## src/rtl/sr_cmd_pkg.sv

```systemverilog
// ---------------------------------------------------------------------------
// sr_cmd_pkg
// Shared definitions for the pushbutton-to-SR command generator.
//   db_state_t       : per-channel debounce state (IDLE, PRESS, HELD, REL)
//   SYNC_STAGES_DEF  : default synchronizer depth
//   DB_CYCLES_DEF    : default number of stable samples to qualify an edge
// ---------------------------------------------------------------------------
package sr_cmd_pkg;

    typedef enum logic [1:0] {
        IDLE  = 2'd0,
        PRESS = 2'd1,
        HELD  = 2'd2,
        REL   = 2'd3
    } db_state_t;

    localparam int SYNC_STAGES_DEF = 2;
    localparam int DB_CYCLES_DEF   = 16;

endpackage

```

## src/rtl/sr_cmd_gen_if.sv

```systemverilog
// ---------------------------------------------------------------------------
// sr_cmd_gen_if
// Bundles the raw button inputs and the SR command outputs.
//   set_btn, clr_btn : raw asynchronous buttons, active-high
//   s, r             : one-cycle set / reset pulses to the SR stage
//   conflict         : one-cycle pulse when both channels qualify together
// Modports:
//   master : the command generator (takes buttons, drives commands)
//   slave  : the button source / SR stage side
// ---------------------------------------------------------------------------
interface sr_cmd_gen_if;

    logic set_btn;
    logic clr_btn;
    logic s;
    logic r;
    logic conflict;

    modport master (
        input  set_btn,
        input  clr_btn,
        output s,
        output r,
        output conflict
    );

    modport slave (
        output set_btn,
        output clr_btn,
        input  s,
        input  r,
        input  conflict
    );

endinterface

```

## src/rtl/sr_db_chan.sv

```systemverilog
// ---------------------------------------------------------------------------
// sr_db_chan
// One button channel: SYNC_STAGES-flop synchronizer, debounce FSM and
// counter. Raises 'fire' for exactly one cycle per qualified press; the
// press must be qualified as released before the channel can fire again.
// Ports:
//   clk, rst_n : clock, synchronous active-low reset
//   btn        : raw asynchronous button
//   fire       : registered one-cycle strobe on a qualified press
// Build option SR_CMD_GEN_DEBOUNCE_EN:
//   defined   : DB_CYCLES consecutive samples qualify a press / release
//   undefined : no counter, a single synced sample qualifies (DB_CYCLES
//               is ignored)
// ---------------------------------------------------------------------------
module sr_db_chan
    import sr_cmd_pkg::*;
#(
    parameter int SYNC_STAGES = SYNC_STAGES_DEF,
    parameter int DB_CYCLES   = DB_CYCLES_DEF
) (
    input  logic clk,
    input  logic rst_n,
    input  logic btn,
    output logic fire
);

    logic [SYNC_STAGES-1:0] sync_q;
    logic                   synced;
    db_state_t              state_q, state_d;
    logic                   fire_d;

    always_ff @(posedge clk) begin
        if (!rst_n) begin
            sync_q <= '0;
        end else begin
            sync_q <= {sync_q[SYNC_STAGES-2:0], btn};
        end
    end

    assign synced = sync_q[SYNC_STAGES-1];

`ifdef SR_CMD_GEN_DEBOUNCE_EN

    localparam int              CNT_W   = $clog2(DB_CYCLES + 1);
    localparam logic [CNT_W-1:0] CNT_MAX = CNT_W'(DB_CYCLES);
    localparam logic [CNT_W-1:0] CNT_ONE = CNT_W'(1);
    // With a one-sample window the first sample already qualifies, so the
    // counting states are skipped entirely.
    localparam bit               SINGLE  = (DB_CYCLES == 1);

    logic [CNT_W-1:0] cnt_q, cnt_d;

    always_ff @(posedge clk) begin
        if (!rst_n) begin
            state_q <= IDLE;
            cnt_q   <= '0;
            fire    <= 1'b0;
        end else begin
            state_q <= state_d;
            cnt_q   <= cnt_d;
            fire    <= fire_d;
        end
    end

    // The counter holds the number of consecutive samples already seen at
    // the new level; qualification happens on the sample that would make
    // it reach DB_CYCLES, and it is pinned there rather than wrapping.
    always_comb begin
        state_d = state_q;
        cnt_d   = cnt_q;
        fire_d  = 1'b0;
        case (state_q)
            IDLE: begin
                if (synced) begin
                    if (SINGLE) begin
                        state_d = HELD;
                        cnt_d   = CNT_MAX;
                        fire_d  = 1'b1;
                    end else begin
                        state_d = PRESS;
                        cnt_d   = CNT_ONE;
                    end
                end
            end
            PRESS: begin
                if (!synced) begin
                    state_d = IDLE;
                    cnt_d   = '0;
                end else if (cnt_q >= CNT_MAX - CNT_ONE) begin
                    state_d = HELD;
                    cnt_d   = CNT_MAX;
                    fire_d  = 1'b1;
                end else begin
                    cnt_d   = cnt_q + CNT_ONE;
                end
            end
            HELD: begin
                if (!synced) begin
                    if (SINGLE) begin
                        state_d = IDLE;
                        cnt_d   = '0;
                    end else begin
                        state_d = REL;
                        cnt_d   = CNT_ONE;
                    end
                end
            end
            REL: begin
                if (synced) begin
                    state_d = HELD;
                    cnt_d   = '0;
                end else if (cnt_q >= CNT_MAX - CNT_ONE) begin
                    state_d = IDLE;
                    cnt_d   = '0;
                end else begin
                    cnt_d   = cnt_q + CNT_ONE;
                end
            end
            default: begin
                state_d = IDLE;
                cnt_d   = '0;
            end
        endcase
    end

`else

    // DB_CYCLES has no effect in this build.
    logic db_cycles_unused;
    assign db_cycles_unused = (DB_CYCLES > 0);

    always_ff @(posedge clk) begin
        if (!rst_n) begin
            state_q <= IDLE;
            fire    <= 1'b0;
        end else begin
            state_q <= state_d;
            fire    <= fire_d;
        end
    end

    // One synced high sample qualifies a press, one low sample a release.
    always_comb begin
        state_d = state_q;
        fire_d  = 1'b0;
        case (state_q)
            IDLE: begin
                if (synced) begin
                    state_d = HELD;
                    fire_d  = 1'b1;
                end
            end
            HELD: begin
                if (!synced) begin
                    state_d = IDLE;
                end
            end
            default: begin
                state_d = IDLE;
            end
        endcase
    end

`endif

endmodule

```

## src/rtl/sr_cmd_gen.sv

```systemverilog
// ---------------------------------------------------------------------------
// sr_cmd_gen
// Turns the raw set / clear pushbuttons into synchronized, debounced,
// single-cycle s / r command pulses. If both channels qualify in the same
// cycle neither command is issued and 'conflict' pulses instead, so s and
// r are never high together.
// Ports:
//   clk, rst_n : clock, synchronous active-low reset
//   bus        : sr_cmd_gen_if.master (set_btn, clr_btn in; s, r,
//                conflict out)
// Build option SR_CMD_GEN_DEBOUNCE_EN (see sr_db_chan): enables the
// DB_CYCLES debounce window; without it one synced sample qualifies.
// ---------------------------------------------------------------------------
module sr_cmd_gen
    import sr_cmd_pkg::*;
#(
    parameter int SYNC_STAGES = SYNC_STAGES_DEF,
    parameter int DB_CYCLES   = DB_CYCLES_DEF
) (
    input  logic         clk,
    input  logic         rst_n,
    sr_cmd_gen_if.master bus
);

    logic set_fire;
    logic clr_fire;

    sr_db_chan #(
        .SYNC_STAGES (SYNC_STAGES),
        .DB_CYCLES   (DB_CYCLES)
    ) u_set_chan (
        .clk   (clk),
        .rst_n (rst_n),
        .btn   (bus.set_btn),
        .fire  (set_fire)
    );

    sr_db_chan #(
        .SYNC_STAGES (SYNC_STAGES),
        .DB_CYCLES   (DB_CYCLES)
    ) u_clr_chan (
        .clk   (clk),
        .rst_n (rst_n),
        .btn   (bus.clr_btn),
        .fire  (clr_fire)
    );

    // Registered command stage: a simultaneous qualification is reported
    // as a conflict and suppresses both commands.
    always_ff @(posedge clk) begin
        if (!rst_n) begin
            bus.s        <= 1'b0;
            bus.r        <= 1'b0;
            bus.conflict <= 1'b0;
        end else begin
            bus.s        <= set_fire & ~clr_fire;
            bus.r        <= clr_fire & ~set_fire;
            bus.conflict <= set_fire & clr_fire;
        end
    end

endmodule
```

## src/flat_wrapper.sv

```systemverilog
// flat-port wrapper written by rule: the top's interface ports become plain ports
module sr_cmd_gen_flat import sr_cmd_pkg::*;
#(
    parameter int SYNC_STAGES = SYNC_STAGES_DEF,
    parameter int DB_CYCLES   = DB_CYCLES_DEF
)
  (clk, rst_n, bus_set_btn, bus_clr_btn, bus_s, bus_r, bus_conflict);
  sr_cmd_gen_if bus_i ();
  input  logic clk;
  input  logic rst_n;
  input wire logic [$bits(bus_i.set_btn)-1:0] bus_set_btn;
  input wire logic [$bits(bus_i.clr_btn)-1:0] bus_clr_btn;
  output wire logic [$bits(bus_i.s)-1:0] bus_s;
  output wire logic [$bits(bus_i.r)-1:0] bus_r;
  output wire logic [$bits(bus_i.conflict)-1:0] bus_conflict;
  assign bus_i.set_btn = bus_set_btn;
  assign bus_i.clr_btn = bus_clr_btn;
  assign bus_s = bus_i.s;
  assign bus_r = bus_i.r;
  assign bus_conflict = bus_i.conflict;
  sr_cmd_gen #(.SYNC_STAGES(SYNC_STAGES), .DB_CYCLES(DB_CYCLES)) u_core (.clk(clk), .rst_n(rst_n), .bus(bus_i));
endmodule
```

## config.mk

```make
export PLATFORM = sky130hd
export DESIGN_NAME = sr_cmd_gen_flat
export DESIGN_NICKNAME = d
export VERILOG_FILES = /design/src/rtl/sr_cmd_pkg.sv /design/src/rtl/sr_cmd_gen_if.sv /design/src/rtl/sr_db_chan.sv /design/src/rtl/sr_cmd_gen.sv /design/src/flat_wrapper.sv
export SDC_FILE = /design/constraint.sdc
export NUM_CORES = 1
export LEC_CHECK = 0
export CORE_AREA = 2 2 39 41
export CTS_CLUSTER_DIAMETER = 120
export DETAILED_ROUTE_END_ITERATION = 10
export DIE_AREA = 0 0 41 43
export PLACE_DENSITY = 0.54
export SYNTH_ARGS = -nofsm -noshare
export SYNTH_HDL_FRONTEND = slang
export SYNTH_SLANG_ARGS = --single-unit
```

## constraint.sdc

```tcl
create_clock -name clk -period 0.8 [get_ports clk]
set_clock_uncertainty 0.05 [all_clocks]
set_input_delay 0.16 -clock clk [delete_from_list [all_inputs] [get_ports clk]]
set_output_delay 0.16 -clock clk [all_outputs]
set_load 0.03 [all_outputs]
```

==> flow_metrics.env, run 1 <==
export IMPL_critPathMaxStageDelay_ns=0.32
export IMPL_hold_violations=0
export IMPL_yosys_area_top_type="dfxtp_1"
export IMPL_r2r_cells=1
export IMPL_wl_um=420
export IMPL_finalSetupViolations=3
export IMPL_cpLargestDelayFamily="flip-flops"
export IMPL_synth_nets=27
export IMPL_fin_crit_sh=1.14
export IMPL_netlist_area_um2=319
export IMPL_diodes=0
export IMPL_worst_slew_pin_slew_ns=0.282
export IMPL_regToRegSetupSlack_ns=0.09
export IMPL_drive_gt1_frac=0.500
export IMPL_grt_usage=0.0624
export IMPL_antenna_found_initial=0
export IMPL_clk_latency_ns=0.26
export IMPL_power_leakage_nw=0.191
export IMPL_holdPathEnd="u_core.bus.conflict$_SDFF_PN0_"
export IMPL_drt_iter0_drc=1
export IMPL_cts_tree="built"
export IMPL_grt_setup_unrepaired="true"
export IMPL_power_per_cell_area_mw_per_mm2=2300
export IMPL_final_min_clock_period_ns=0.914
export IMPL_chipWidth_um=41
export IMPL_cp_max_fo=1
export IMPL_p_int_mw=0.782
export IMPL_power_frac_clock=0.372
export IMPL_syn_avg_cell_area_um2=13.9
export IMPL_synth_seq_cells=11
export IMPL_r2r_start="u_core.u_set_chan.fire$_SDFF_PN0_"
export IMPL_min_delay_start="rst_n"
export IMPL_vdd_drop_max_uv=710
export IMPL_switchingPower_mw=0.187
export IMPL_combPwrFrac=0.040
export IMPL_hold_class="in -> reg"
export IMPL_die_h_um=43
export IMPL_crit_arrival_ns=0.70
export IMPL_rr_endpoint="u_core.bus.r$_SDFF_PN0_"
export IMPL_grt_max_degree=12
export IMPL_fin_area_um2=420
export IMPL_clockBufferDepth=2
export IMPL_antenna_left=0
export IMPL_final_common_cell="dfxtp_1"
export IMPL_slowest_stage="dfxtp_2"
export IMPL_row_count=14
export IMPL_clock_sinks=11
export IMPL_design_portCount=7
export IMPL_path_cells="buf_6"
export IMPL_preCtsSetupSlack_ns=-0.373
export IMPL_yosysSeqAreaShare=0.690
export IMPL_cts_buffers=3
export IMPL_path_class="reg -> out"
export IMPL_port_buffers=6
export IMPL_p_sw_frac=0.193
export IMPL_slew_violations=0
export IMPL_fin_util=0.304
export IMPL_synth_area_leaders="dfxtp_1, and2_2, and3b_1, buf_6, and3b_2"
export IMPL_overflow=0
export IMPL_fin_tns_setup_ns=-0.325
export IMPL_clkTransAtPathRegs_ns=0.07
export IMPL_slew_headroom=0.812
export IMPL_cts_max_level=1
export IMPL_dieArea_mm2=0.00176
export IMPL_cts_root_buf="clkbuf_4"
export IMPL_cts_setup_buffers=0
export IMPL_cp_depth=1
export IMPL_cp_end_kind="output pin"
export IMPL_seqPwrFrac=0.588
export IMPL_yosys_area_top_type_share=0.690
export IMPL_avgRoutedWirePerCell_um=8.75
export IMPL_fin_nets=37
export IMPL_start_util=0.231
export IMPL_synth_cell_types=6
export IMPL_viasPerCell=3.77
export IMPL_required_ns=0.59
export IMPL_whs_path_depth=2
export IMPL_fp_coreArea_mm2=0.00138
export IMPL_fmax_ghz=1.09
export IMPL_place_congestion=0.600
export IMPL_drtPass1Iterations=2
export IMPL_dpl_instance_area_um2=380
export IMPL_vias=181
export IMPL_synth_cells=23
export IMPL_cts_hold_buf=0
export IMPL_grt_pass1_vias=171
export IMPL_timing_hold_ws_ns=0.388
export IMPL_yosys_warnings=0
export IMPL_setup_slack_ns=-0.114
export IMPL_start_kind="register"
export IMPL_grt_pass1_wl_um=655
export IMPL_outcome="finished with violations"
export IMPL_crit_buf_inv=1
export IMPL_violations="negative setup slack"
export IMPL_drc=0
export IMPL_most_common_layout_cells="dfxtp_1, and2_2"
export IMPL_cap_violations=0
export IMPL_nFillCells=153
export IMPL_area_delta_synth_final_pct=31.8
==> cell type report <==
type / instances / area (µm²) / area share
tap: 16 / 20.0 / 0.0476
timing repair buffer: 6 / 62.6 / 0.149
sequential: 11 / 224 / 0.533
multi-input combinational: 11 / 87.6 / 0.208
clock buffer: 4 / 26.3 / 0.0625
==> registers in the layout (all words and copies together), names as in the netlist <==
| name | flops |
|---|---|
| u_core.u_set_chan.fire | 1 |
| u_core.bus.s | 1 |
| u_core.bus.conflict | 1 |
| u_core.u_set_chan.state_q | 1 |
| u_core.bus.r | 1 |
| u_core.u_clr_chan.sync_q | 2 |
| u_core.u_clr_chan.state_q | 1 |
| u_core.u_clr_chan.fire | 1 |
| u_core.u_set_chan.sync_q | 2 |
==> metal layers <==
metal	track usage	wire (µm)	vias to the layer above
met5	0	0	-
met4	0.0600	6	0
met3	0.0471	36	2
met2	0.0781	193	7
met1	0.0617	183	79
li1	-	-	93
==> logic make-up (layout without fill, tap and decap cells) <==
kind of cell           count (synthesis)  count (layout)  synth area share
buffers and inverters                  1              10            0.0353
DFF                                   11              11             0.690
and+or+nand+nor                       11              11             0.275
==> cell usage after synthesis <==
cell type / count
and3_1: 1
and3b_2: 1
buf_6: 1
and2_2: 6
dfxtp_1: 11
and3b_1: 3
==> worst max path at each step <==
| stage | start | to | slack, ns |
|---|---|---|---|
| after CTS | u_core.bus.conflict$_SDFF_PN0_ | bus_conflict | -0.13 |
| after floorplan | u_core.bus.conflict$_SDFF_PN0_ | bus_conflict | 0.13 |
| after global routing | u_core.bus.r$_SDFF_PN0_ | bus_r | -0.15 |
| after global placement | rst_n | u_core.bus.r$_SDFF_PN0_ | -0.33 |
| after detailed placement | rst_n | u_core.bus.r$_SDFF_PN0_ | -0.37 |
| final | u_core.bus.conflict$_SDFF_PN0_ | bus_conflict | -0.11 |
==> through the flow <==
| step | power [mW] | cells |
|---|---|---|
| after floorplan | 0.605 | 23 |
| after global placement | 0.620 | 44 |
| after detailed placement | 0.621 | 44 |
| after CTS | 0.989 | 48 |
| after global routing | 1.03 | 48 |
| final | 0.969 | 48 |
==> timing repair <==
action / CTS / global route
endpoints found under the setup margin: 14 / 3
resized for setup: 7 / 0
cloned: 0 / 0
pin swaps: 0 / 0
hold endpoints to repair: 0 / 0
==> power by group through the flow <==
stage | sequential, mW | combinational, mW | clock (mW)
2_1_floorplan | 0.583 | 0.0214 | 0
3_5_place_dp | 0.581 | 0.0401 | 0
4_1_cts | 0.570 | 0.0394 | 0.380
3_3_place_gp | 0.581 | 0.0391 | 0
6_report | 0.569 | 0.0388 | 0.360
5_1_grt | 0.570 | 0.0425 | 0.413
Power figures use the tool's default switching activity.
==> run 2: changes to the inputs <==
GPL_TIMING_DRIVEN = 0   (was not set)
SKIP_LAST_GASP = 1   (was not set)
==> flow_metrics.env, run 2 (same netlist as run 1, synthesis figures left out) <==
export IMPL_outcome="finished with violations"
export IMPL_violations="negative setup slack"
export IMPL_path_class="reg -> out"
export IMPL_finalSetupViolations=3
export IMPL_most_common_layout_cells="dfxtp_1, and2_2, buf_6"
export IMPL_whs_path_depth=2
export IMPL_row_count=14
export IMPL_min_delay_start="rst_n"
export IMPL_fmax_ghz=1.10
export IMPL_fp_coreArea_mm2=0.00138
export IMPL_crit_arrival_ns=0.70
export IMPL_antenna_left=0
export IMPL_cts_buffers=3
export IMPL_rr_endpoint="u_core.bus.r$_SDFF_PN0_"
export IMPL_slowest_stage="dfxtp_2"
export IMPL_fin_nets=38
export IMPL_drive_gt1_frac=0.515
export IMPL_fin_crit_sh=1.14
export IMPL_chipWidth_um=41
export IMPL_vdd_drop_max_uv=869
export IMPL_r2r_cells=1
export IMPL_overflow=0
export IMPL_cap_violations=0
export IMPL_power_leakage_nw=0.204
export IMPL_timing_hold_ws_ns=0.181
export IMPL_holdPathEnd="u_core.bus.r$_SDFF_PN0_"
export IMPL_dieArea_mm2=0.00176
export IMPL_final_min_clock_period_ns=0.909
export IMPL_cp_end_kind="output pin"
export IMPL_path_cells="buf_6"
export IMPL_dp_cells=45
export IMPL_regToRegSetupSlack_ns=0.11
export IMPL_clock_sinks=11
export IMPL_grt_usage=0.0546
export IMPL_drc=0
export IMPL_grt_pass1_vias=165
export IMPL_largest_registers="u_core.u_clr_chan.sync_q x2, u_core.u_set_chan.sync_q x2"
export IMPL_critPathMaxStageDelay_ns=0.32
export IMPL_cp_max_fo=1
export IMPL_avgRoutedWirePerCell_um=7.71
export IMPL_die_h_um=43
export IMPL_final_common_cell="dfxtp_1"
export IMPL_place_congestion=0.534
export IMPL_drtPass1Iterations=1
export IMPL_crit_buf_inv=1
export IMPL_worst_slew_pin_slew_ns=0.105
export IMPL_nFillCells=149
export IMPL_cpLargestDelayFamily="flip-flops"
export IMPL_cts_tree="built"
export IMPL_grt_setup_unrepaired="true"
export IMPL_viasPerCell=3.69
export IMPL_area_delta_synth_final_pct=36.5
export IMPL_cts_root_buf="clkbuf_4"
export IMPL_slew_violations=0
export IMPL_start_kind="register"
export IMPL_required_ns=0.59
export IMPL_start_util=0.231
export IMPL_vias=181
export IMPL_grt_max_degree=11
export IMPL_power_per_cell_area_mw_per_mm2=2220
export IMPL_grt_pass1_wl_um=614
export IMPL_setup_slack_ns=-0.109
export IMPL_hold_class="in -> reg"
export IMPL_r2r_start="u_core.u_set_chan.fire$_SDFF_PN0_"
export IMPL_clockBufferDepth=2
export IMPL_slew_headroom=0.930
export IMPL_crit_start="u_core.bus.s$_SDFF_PN0_"
export IMPL_antenna_found_initial=0
export IMPL_cts_max_level=1
export IMPL_final_cells=49
export IMPL_clk_latency_ns=0.26
export IMPL_drt_iter0_drc=0
export IMPL_fin_tns_setup_ns=-0.317
export IMPL_design_portCount=7
export IMPL_clkTransAtPathRegs_ns=0.07
export IMPL_diodes=0
export IMPL_wl_um=378
export IMPL_cts_hold_buf=0
export IMPL_hold_violations=0
export IMPL_preCtsSetupSlack_ns=-0.366
export IMPL_port_buffers=6
==> run 2: power by group <==
group | internal, mW | switching [mW]
combinational | 0.0311 | 0.0139
sequential | 0.564 | 0.00524
clock | 0.192 | 0.158
==> run 2: area by class of cell <==
| class | instances | area, µm² | share of cell area |
|---|---|---|---|
| multi-input combinational | 11 | 87.6 | 0.201 |
| buffer | 1 | 11.3 | 0.0259 |
| timing repair buffer | 6 | 66.3 | 0.152 |
| tap | 16 | 20.0 | 0.0460 |
| sequential | 11 | 224 | 0.514 |
| clock buffer | 4 | 26.3 | 0.0603 |
==> run 2: metal layers <==
layer  part of all wire  up-vias  GRT usage
met3               0.11        0     0.0314
met4                  0        0     0.0400
met1               0.44       80     0.0724
met2               0.45        7     0.0625
met5                  0        -          0
li1                   -       94          -
==> run 2: worst max-delay path by stage <==
stage / end / depth (start not counted) / slack [ns]
6_report: bus_s / 1 / -0.11
5_1_grt: bus_s / 1 / -0.14
4_1_cts: bus_s / 1 / -0.12
3_5_place_dp: bus_conflict / 1 / -0.37
3_3_place_gp: bus_r / 1 / -0.35
2_1_floorplan: bus_conflict / 0 / 0.13
==> run 2: per-stage QoR <==
step	instance area (µm²)	power, mW	utilization
final	435	0.965	0.315
after global placement	399	0.626	0.288
after floorplan	319	0.605	-
after detailed placement	399	0.627	0.288
after global routing	435	1.02	0.315
after CTS	433	0.989	0.313
==> run 2: timing repair <==
item	CTS	global route
pin swaps	0	0
endpoints found under the setup margin	3	13
resized for setup	24	1
buffers inserted	0	0
gates cloned	0	0
==> run 3: changes to the inputs <==
TNS_END_PERCENT = 10   (was not set)
==> flow_metrics.env, run 3 (same netlist as run 1, synthesis figures left out) <==
export IMPL_hold_class="reg -> reg"
export IMPL_cts_buffers=3
export IMPL_dieArea_mm2=0.00176
export IMPL_fin_nets=38
export IMPL_path_class="reg -> out"
export IMPL_grt_usage=0.0546
export IMPL_worst_slew_pin_slew_ns=0.0938
export IMPL_slew_headroom=0.937
export IMPL_drive_gt1_frac=0.515
export IMPL_slowest_stage="dfxtp_2"
export IMPL_met1_length_um=167
export IMPL_wl_met2_um=169
export IMPL_area_delta_synth_final_pct=35.7
export IMPL_clk_latency_ns=0.26
export IMPL_power_leakage_nw=0.195
export IMPL_diodes=0
export IMPL_antenna_left=0
export IMPL_drt_iter0_drc=0
export IMPL_start_kind="register"
export IMPL_wl_um=379
export IMPL_place_congestion=0.534
export IMPL_drtPass1Iterations=1
export IMPL_slew_violations=0
export IMPL_final_common_cell="dfxtp_1"
export IMPL_start_util=0.231
export IMPL_crit_arrival_ns=0.70
export IMPL_setup_slack_ns=-0.109
export IMPL_fmax_ghz=1.10
export IMPL_preCtsSetupSlack_ns=-0.366
export IMPL_hold_violations=0
export IMPL_grt_pass1_wl_um=614
export IMPL_grt_pass1_vias=165
export IMPL_grt_setup_unrepaired="true"
export IMPL_largest_registers="u_core.u_clr_chan.sync_q x2, u_core.u_set_chan.sync_q x2"
export IMPL_antenna_found_initial=0
export IMPL_fp_coreArea_mm2=0.00138
export IMPL_design_portCount=7
export IMPL_path_cells="buf_6"
export IMPL_clkTransAtPathRegs_ns=0.07
export IMPL_die_h_um=43
export IMPL_cp_max_fo=1
export IMPL_cts_max_level=1
export IMPL_outcome="finished with violations"
export IMPL_most_common_layout_cells="dfxtp_1, and2_2, buf_6"
export IMPL_met3WireLength_um=43
export IMPL_cpLargestDelayFamily="flip-flops"
export IMPL_power_per_cell_area_mw_per_mm2=2230
export IMPL_cts_root_buf="clkbuf_4"
export IMPL_cts_setup_buffers=0
export IMPL_dr_max_layer_used="met3"
export IMPL_cap_violations=0
export IMPL_cts_tree="built"
export IMPL_avgRoutedWirePerCell_um=7.73
export IMPL_fin_util=0.313
export IMPL_port_buffers=6
export IMPL_viasPerCell=3.69
export IMPL_clockBufferDepth=2
export IMPL_final_min_clock_period_ns=0.909
export IMPL_vias=181
export IMPL_overflow=0
export IMPL_violations="negative setup slack"
export IMPL_cp_end_kind="output pin"
export IMPL_cts_hold_buf=0
export IMPL_fin_crit_sh=1.14
export IMPL_vdd_drop_max_uv=869
export IMPL_row_count=14
export IMPL_critPathMaxStageDelay_ns=0.32
export IMPL_clock_sinks=11
export IMPL_drc=0
export IMPL_grt_max_degree=11
export IMPL_finalSetupViolations=4
export IMPL_required_ns=0.59
export IMPL_crit_buf_inv=1
export IMPL_chipWidth_um=41
-- run 3: metrics by stage --
stage	TNS, ns	std cells	cell area, µm²	total power, mW	hold slack [ns]
detailed placement	-3.89	45	399	0.627	0.382
floorplan	0	23	319	0.605	0.252
finish	-0.317	49	433	0.966	0.398
global placement	-3.73	45	399	0.626	0.380
global route	-0.611	49	433	1.02	0.407
CTS	-0.363	49	433	0.989	0.402
-- run 3: path summary, 6_finish.rpt --
path / from / end / slack, ns / depth (start not counted)
setup reg to reg: u_core.u_set_chan.fire$_SDFF_PN0_ / u_core.bus.r$_SDFF_PN0_ / 0.11 / 1
hold reg to reg: u_core.u_clr_chan.sync_q[0]$_SDFF_PN0_ / u_core.u_clr_chan.sync_q[1]$_SDFF_PN0_ / 0.40 / 1
setup / recovery: u_core.bus.s$_SDFF_PN0_ / bus_s / -0.11 / 1
hold / removal: u_core.u_clr_chan.sync_q[0]$_SDFF_PN0_ / u_core.u_clr_chan.sync_q[1]$_SDFF_PN0_ / 0.40 / 1
-- run 3: area by class of cell --
| class | instances | area (µm²) |
|---|---|---|
| buffer | 1 | 11.3 |
| sequential | 11 | 224 |
| timing repair buffer | 6 | 63.8 |
| multi-input combinational | 11 | 87.6 |
| tap | 16 | 20.0 |
| fill | 148 | 951 |
| clock buffer | 4 | 26.3 |
-- run 3: repair_timing --
action                                  4_1_cts  5_1_grt
endpoints found under the setup margin        3       13
resized for setup                            24        0
pin swaps                                     0        0
-- run 3: routing by layer --
metal	vias to the layer above	GRT usage
met5	-	0
met4	0	0.0400
met3	0	0.0314
met2	7	0.0625
met1	80	0.0724
li1	94	-
-- run 3: where the power goes --
part / switching, mW / internal, mW / total, mW / leakage [nW]
clock: 0.158 / 0.192 / 0.350 / 0.0150
combinational: 0.0139 / 0.0319 / 0.0458 / 0.0889
sequential: 0.00524 / 0.564 / 0.570 / 0.0914
total: 0.177 / 0.788 / 0.966 / 0.195
